<file path="src/rtl/cic_rate_ctrl_pkg.sv">
// cic_rate_ctrl_pkg: shared types and constants for the CIC rate sequencer.
// Holds the FSM state encoding, the drop counter width and the counter sizer.
package cic_rate_ctrl_pkg;

  typedef enum logic [2:0] {
    IDLE     = 3'd0,
    WAIT_BND = 3'd1,
    HOLD     = 3'd2,
    APPLY    = 3'd3,
    SETTLE   = 3'd4
  } state_e;

  localparam int DROP_W = 16;

  function automatic int cnt_width(int a, int b, int c);
    int m;
    m = a;
    if (b > m) m = b;
    if (c > m) m = c;
    return $clog2(m + 1);
  endfunction

endpackage

</file>
<file path="src/rtl/cic_sat_counter.sv">
// cic_sat_counter: saturating up-counter with synchronous clear and enable.
// Ports: clk, rst_n (async low), clr_i, en_i, cnt_o[W-1:0].
module cic_sat_counter
  import cic_rate_ctrl_pkg::*;
#(
  parameter int W = DROP_W
) (
  input  logic         clk,
  input  logic         rst_n,
  input  logic         clr_i,
  input  logic         en_i,
  output logic [W-1:0] cnt_o
);

  logic [W-1:0] cnt_q;

  always_ff @(posedge clk or negedge rst_n) begin
    if (!rst_n) begin
      cnt_q <= '0;
    end else if (clr_i) begin
      cnt_q <= '0;
    end else if (en_i && (cnt_q != {W{1'b1}})) begin
      cnt_q <= cnt_q + W'(1);
    end
  end

  assign cnt_o = cnt_q;

endmodule

</file>
<file path="src/rtl/cic_rate_ctrl.sv">
// cic_rate_ctrl: run-time rate sequencer for the variable-rate CIC decimator.
// Ports: cfg AXIS in (tdata/tvalid/tready), cfg_err, in/out valid gates,
//   rate AXIS out, current_rate, busy, drop_cnt; timeout_evt only when
//   CIC_RATE_CTRL_TIMEOUT_EN is defined (bounded boundary wait).
module cic_rate_ctrl
  import cic_rate_ctrl_pkg::*;
#(
  parameter int RATE_DW     = 32,
  parameter int R_MIN       = 2,
  parameter int R_MAX       = 10,
  parameter int HOLD_CYC    = 4,
  parameter int SETTLE_CNT  = 7,
  parameter int TIMEOUT_CYC = 4096
) (
  input  logic               clk,
  input  logic               reset_n,
  input  logic [RATE_DW-1:0] s_axis_cfg_tdata,
  input  logic               s_axis_cfg_tvalid,
  output logic               s_axis_cfg_tready,
  output logic               cfg_err,
  input  logic               in_tvalid_i,
  output logic               in_tvalid_o,
  input  logic               cic_out_tvalid_i,
  output logic               out_tvalid_o,
  output logic [RATE_DW-1:0] m_axis_rate_tdata,
  output logic               m_axis_rate_tvalid,
  output logic [RATE_DW-1:0] current_rate,
  output logic               busy,
`ifdef CIC_RATE_CTRL_TIMEOUT_EN
  output logic               timeout_evt,
`endif
  output logic [DROP_W-1:0]  drop_cnt
);

  localparam int CW = cnt_width(HOLD_CYC, SETTLE_CNT, TIMEOUT_CYC);
  localparam logic [RATE_DW-1:0] RMIN_V = RATE_DW'(R_MIN);
  localparam logic [RATE_DW-1:0] RMAX_V = RATE_DW'(R_MAX);

  state_e             state_q, state_d;
  logic [CW-1:0]      cnt_q, cnt_d;
  logic [RATE_DW-1:0] pend_q, pend_d;
  logic [RATE_DW-1:0] rate_q, rate_d;
  logic               tready_q;
  logic               err_q, err_d;
  logic               hs;
  logic               bad;
`ifdef CIC_RATE_CTRL_TIMEOUT_EN
  logic               tout_q, tout_d;
`endif

  assign hs  = s_axis_cfg_tvalid & tready_q;
  assign bad = (s_axis_cfg_tdata < RMIN_V) |
               (s_axis_cfg_tdata > RMAX_V);

  always_comb begin
    state_d = state_q;
    cnt_d   = cnt_q;
    pend_d  = pend_q;
    rate_d  = rate_q;
    err_d   = 1'b0;
`ifdef CIC_RATE_CTRL_TIMEOUT_EN
    tout_d  = 1'b0;
`endif
    unique case (state_q)
      IDLE: begin
        if (hs) begin
          if (bad) begin
            err_d = 1'b1;
          end else if (s_axis_cfg_tdata != rate_q) begin
            pend_d  = s_axis_cfg_tdata;
            cnt_d   = '0;
            state_d = WAIT_BND;
          end
        end
      end
      WAIT_BND: begin
        if (cic_out_tvalid_i) begin
          cnt_d   = CW'(HOLD_CYC - 1);
          state_d = HOLD;
`ifdef CIC_RATE_CTRL_TIMEOUT_EN
        end else if (cnt_q == CW'(TIMEOUT_CYC - 1)) begin
          cnt_d   = CW'(HOLD_CYC - 1);
          tout_d  = 1'b1;
          state_d = HOLD;
        end else begin
          cnt_d = cnt_q + CW'(1);
`endif
        end
      end
      HOLD: begin
        if (cnt_q == '0) begin
          // rate register flips as APPLY begins, so the
          // load pulse and current_rate agree in that cycle
          rate_d  = pend_q;
          state_d = APPLY;
        end else begin
          cnt_d = cnt_q - CW'(1);
        end
      end
      APPLY: begin
        if (SETTLE_CNT == 0) begin
          state_d = IDLE;
        end else begin
          cnt_d   = CW'(SETTLE_CNT);
          state_d = SETTLE;
        end
      end
      SETTLE: begin
        if (cic_out_tvalid_i) begin
          cnt_d = cnt_q - CW'(1);
          if (cnt_q == CW'(1)) state_d = IDLE;
        end
      end
      default: state_d = IDLE;
    endcase
  end

  always_ff @(posedge clk or negedge reset_n) begin
    if (!reset_n) begin
      state_q  <= IDLE;
      cnt_q    <= '0;
      pend_q   <= RMAX_V;
      rate_q   <= RMAX_V;
      tready_q <= 1'b0;
      err_q    <= 1'b0;
    end else begin
      state_q  <= state_d;
      cnt_q    <= cnt_d;
      pend_q   <= pend_d;
      rate_q   <= rate_d;
      tready_q <= (state_d == IDLE);
      err_q    <= err_d;
    end
  end

`ifdef CIC_RATE_CTRL_TIMEOUT_EN
  always_ff @(posedge clk or negedge reset_n) begin
    if (!reset_n) tout_q <= 1'b0;
    else          tout_q <= tout_d;
  end
  assign timeout_evt = tout_q;
`endif

  cic_sat_counter #(
    .W(DROP_W)
  ) u_drop (
    .clk   (clk),
    .rst_n (reset_n),
    .clr_i (1'b0),
    .en_i  ((state_q == HOLD) & in_tvalid_i),
    .cnt_o (drop_cnt)
  );

  assign s_axis_cfg_tready  = tready_q;
  assign cfg_err            = err_q;
  assign in_tvalid_o        = in_tvalid_i & (state_q != HOLD);
  assign out_tvalid_o       = cic_out_tvalid_i & (state_q != SETTLE);
  assign m_axis_rate_tdata  = rate_q;
  assign m_axis_rate_tvalid = (state_q == APPLY);
  assign current_rate       = rate_q;
  assign busy               = (state_q != IDLE);

endmodule

</file>
<file path="config.mk">
export PLATFORM = sky130hd
export DESIGN_NAME = cic_rate_ctrl
export DESIGN_NICKNAME = d
export VERILOG_FILES = /design/src/rtl/cic_rate_ctrl_pkg.sv /design/src/rtl/cic_sat_counter.sv /design/src/rtl/cic_rate_ctrl.sv
export SDC_FILE = /design/constraint.sdc
export NUM_CORES = 1
export LEC_CHECK = 0
export BUFFER_PORTS_ARGS = -buffer_cell sky130_fd_sc_hd__buf_2
export CORE_UTILIZATION = 48
export CTS_CLUSTER_DIAMETER = 200
export DETAILED_ROUTE_END_ITERATION = 10
export GPL_ROUTABILITY_DRIVEN = 0
export PLACE_DENSITY = 0.78
export SETUP_SLACK_MARGIN = 0.5
export SYNTH_ARGS = -nofsm -noshare
export SYNTH_HDL_FRONTEND = slang
export SYNTH_SLANG_ARGS = --single-unit
</file>
<file path="constraint.sdc">
create_clock -name clk -period 2 [get_ports clk]
set_input_delay 0.1 -clock clk [delete_from_list [all_inputs] [get_ports clk]]
set_output_delay 0.1 -clock clk [all_outputs]
set_load 0.01 [all_outputs]
</file>
==> summary.txt <==
Timing
  – Final Hold Vio Count: 0
  – Max-slew violation count: 0
  – Final Worst Setup Slack: -0.284 ns
  – Min Hold Slack: 0.0453 ns
  – Final period util: 114%
  – Final Critical Period: 2.28 ns
  – Worst Tran Pin Value: 0.526 ns
  – Clock Skew: 0.0152 ns
  – Final setup vio count: 46
  – RSZ-0062 raised after global routing: yes
  – Fmax: 0.438 GHz
  – Slew Limit Headroom: 64.9%

Clock network
  – Clk pin slew, worst setup/hold paths: 0.10 ns
  – Clock Tree Root: clkbuf_8
  – Clk buf depth: 2
  – H-Tree Depth: 3
  – TritonCTS Buffers: 9
  – Clock Latency Late Sink: 0.37 ns
  – CTS tree: built
  – Clock Sinks: 98

Synthesis
  – Ys async rst share: 100%
  – Mux contribution to synthesized area: 8.97%
  – Compound-Gate Fraction of Synth Area: 7.01%
  – Syn_area_per_cell: 11.4 um^2
  – Largest family of logic cells by synthesized area: simple AND/OR/NAND/NOR gates
  – Ys Warns: 0
  – Post-synthesis simple-gate area fraction: 15.8%
  – Post-synthesis sequential area ratio: 51.5%
  – Synthesized area: 4770 um^2
  – Syn Inst Count: 417
  – Synth cell types: 50
  – Number of synthesized register bits: 98
  – Net Count, Synth: 457
  – EDFF count, synth: 0
  – Synth Area in XOR/XNOR: 8.63%
  – Synth Area in Adders: 0.787%
  – Main flop type after synthesis: dfrtp_1

Finish
  – Share of cells above drive strength 1: 54.5%
  – Area delta synth->final: 42.2%
  – ANT cells: 0
  – Design area: 6780 um^2
  – Non-filler instance count after layout: 740
  – Final net count: 642

Setup path
  – Arrival time worst endpoint: 2.53 ns
  – Critical path class: reg2reg
  – CP Cell Sequence: xor2_1 > nor4_1 > nand4_1 > o2111ai_4 > nor2_4 > buf_6 > or2_4
  – Max incr delay on CP: 0.44 ns
  – Slowest CP cell: nor4_1
  – CP Data Required Time: 2.25 ns
  – Startpoint Class: register
  – CP max FO: 8
  – CP endpoint kind: register

Route
  – DR iter-0 viols: 141
  – DRC Markers: 0
  – Pre-antenna DRT Iters: 4
  – Total Routed Length: 13.7 mm
  – Vias per cell: 5.39
  – Routed WL per cell: 18.5 um
  – Via count: 3991
  – Routed Antenna Nets: 0

Place
  – HPWL after detailed placement: 8.67 mm
  – Dpl cells: 694
  – Post-DP Area: 5880 um^2
  – Input/output buffers: 122

Die
  – Die Y: 102 um
  – I/O Pins: 123
  – Die Wd: 102 um
  – Core area: 9680 um^2
  – FP Rows: 36
  – Initial core utilization: 49.2%
  – Die area: 10300 um^2

Global routing
  – First-pass GRT wire length: 20.4 mm
  – Total global-route track usage: 26.8%
  – Initial antenna violation count: 0
  – Largest net degree at the start of global routing: 99
  – GR Overflow Total: 0
  – Number of global-route vias before repair: 3845

Power and ir drop
  – Pwr/cell area: 517 nW/um^2
  – Leak pwr: 3.67 nW
  – Post-layout power: 3.51 mW
  – Max IR drop VDD: 367 uV

Run
  – Maximum Capacitance Violations: 0

Outcome
  – Failing checks: setup timing
  – Status: complete, but fails checks

Min path
  – Hold Path Class: in2reg
## layer usage
metal,track usage [%],share of wire (%),wire (um)
met2,43.5,50,6800
met1,33.5,41,5640
met5,0,0,0
met3,4.90,5.3,725
met4,15.7,4.1,566
## registers in the layout, summed over array words and instances, names as in the netlist
signal	cells
u_drop.cnt_o	16
cfg_err	1
state_q	3
pend_q	32
current_rate	32
cnt_q	13
s_axis_cfg_tready	1
## report_power, final
group	internal, mW	leakage, nW	switching [mW]
Combinational	0.0788	2.24	0.112
Clock	0.621	0.104	0.715
Sequential	1.98	1.32	0.000476
## synthesized netlist by cell type, types with 2 or more instances
master    instances  share of area (%)
a21o_1            2               0.31
nand4_1           6               0.79
inv_1             9               0.71
nand2_1          15                1.2
nor2b_1          32                4.2
nand4b_1          2               0.37
nor3_1           10                1.0
a21oi_1          15                1.6
o22ai_1           4               0.52
nor2_1           14                1.1
a31oi_1           6               0.79
and2_1            2               0.26
and3_1            4               0.52
buf_4            34                5.4
o21ai_0           7               0.73
nand2b_1          5               0.66
nor4_1           15                2.0
dfstp_2           4                2.2
or4_1             3               0.47
ha_1              3               0.79
o21a_1            2               0.31
xnor2_1          13                2.4
buf_2             2               0.21
or2_2             3               0.39
nand3_1          13                1.4
or3_1             2               0.26
mux2_2           38                9.0
buf_6             2               0.47
xor2_1           34                6.2
clkbuf_1          3               0.24
dfrtp_1          94                 49
## logic make-up after synthesis
logic type                 Yosys count
buffers and inverters               51
and+or+nand+nor                    131
DFF                                 98
adders and majority gates            3
AOI/OAI and AO/OA                   49
xor gates and xnor gates            47
muxes                               38
## worst max-delay path: cells and delay by family (launching register included)
kind | cells | cell delay, ns
AO/OA/AOI/OAI | 1 | 0.34
buffers and inverters | 1 | 0.15
XOR/XNOR | 1 | 0.19
flip-flops | 1 | 0.41
AND/OR/NAND/NOR | 4 | 1.07
## layout by cell type, fill, tap and decap left out, types with 4 or more instances in the layout
cell type	instances
buf_2	120
dfrtp_1	89
buf_4	77
xor2_1	33
mux2_4	33
nor2b_1	27
xnor2_1	13
nand2_1	13
a21oi_1	13
nor2_1	11
nor4_1	11
clkbuf_8	10
buf_6	10
nand3_1	9
nor3_1	7
nand4_1	6
o21ai_0	5
inv_1	5
mux2_2	5
nor2b_2	5
dfrtp_2	5
a31oi_4	4
buf_16	4
dfstp_2	4
buf_12	4
## per-stage QoR
step / setup TNS [ns] / worst slack, ns / utilization, %
floorplan: -0.129 / -0.0426 / -
global placement: -8.01 / -0.254 / 60.7
detailed placement: -11.25 / -0.321 / 60.7
CTS: -3.51 / -0.181 / 67.4
global route: -16.10 / -0.411 / 70.0
finish: -8.35 / -0.284 / 70.0
## area by class of cell
class                           instances  area, um^2
Sequential cell                        98        2460
Fill cell                             651        2900
Tap cell                              133         166
Clock buffer                           11         141
Multi-Input combinational cell        268        2420
Inverter                                9        37.5
Clock inverter                          5        61.3
Timing Repair Buffer                  216        1490
## worst paths after layout
kind,to,depth (start not counted),start,slack [ns]
min in group asynchronous,current_rate[2],3,reset_n,0.30
max reg2reg,state_q[0],7,current_rate[17],-0.28
max,state_q[0],7,current_rate[17],-0.28
max in group asynchronous,u_drop.cnt_o[6],3,reset_n,1.24
min reg2reg,u_drop.cnt_o[5],1,u_drop.cnt_o[5],0.49
min,pend_q[0],2,s_axis_cfg_tdata[0],0.05
## repair_timing
item	4_1_cts	5_1_grt
resized for setup	62	32
endpoints found under the setup margin	100	100
cloned	5	0
hold buffers	1	0
pin swaps	8	22
buffers inserted	9	15
endpoints found under the hold margin	94	0
Note: power is estimated with default switching activity, not from simulation.
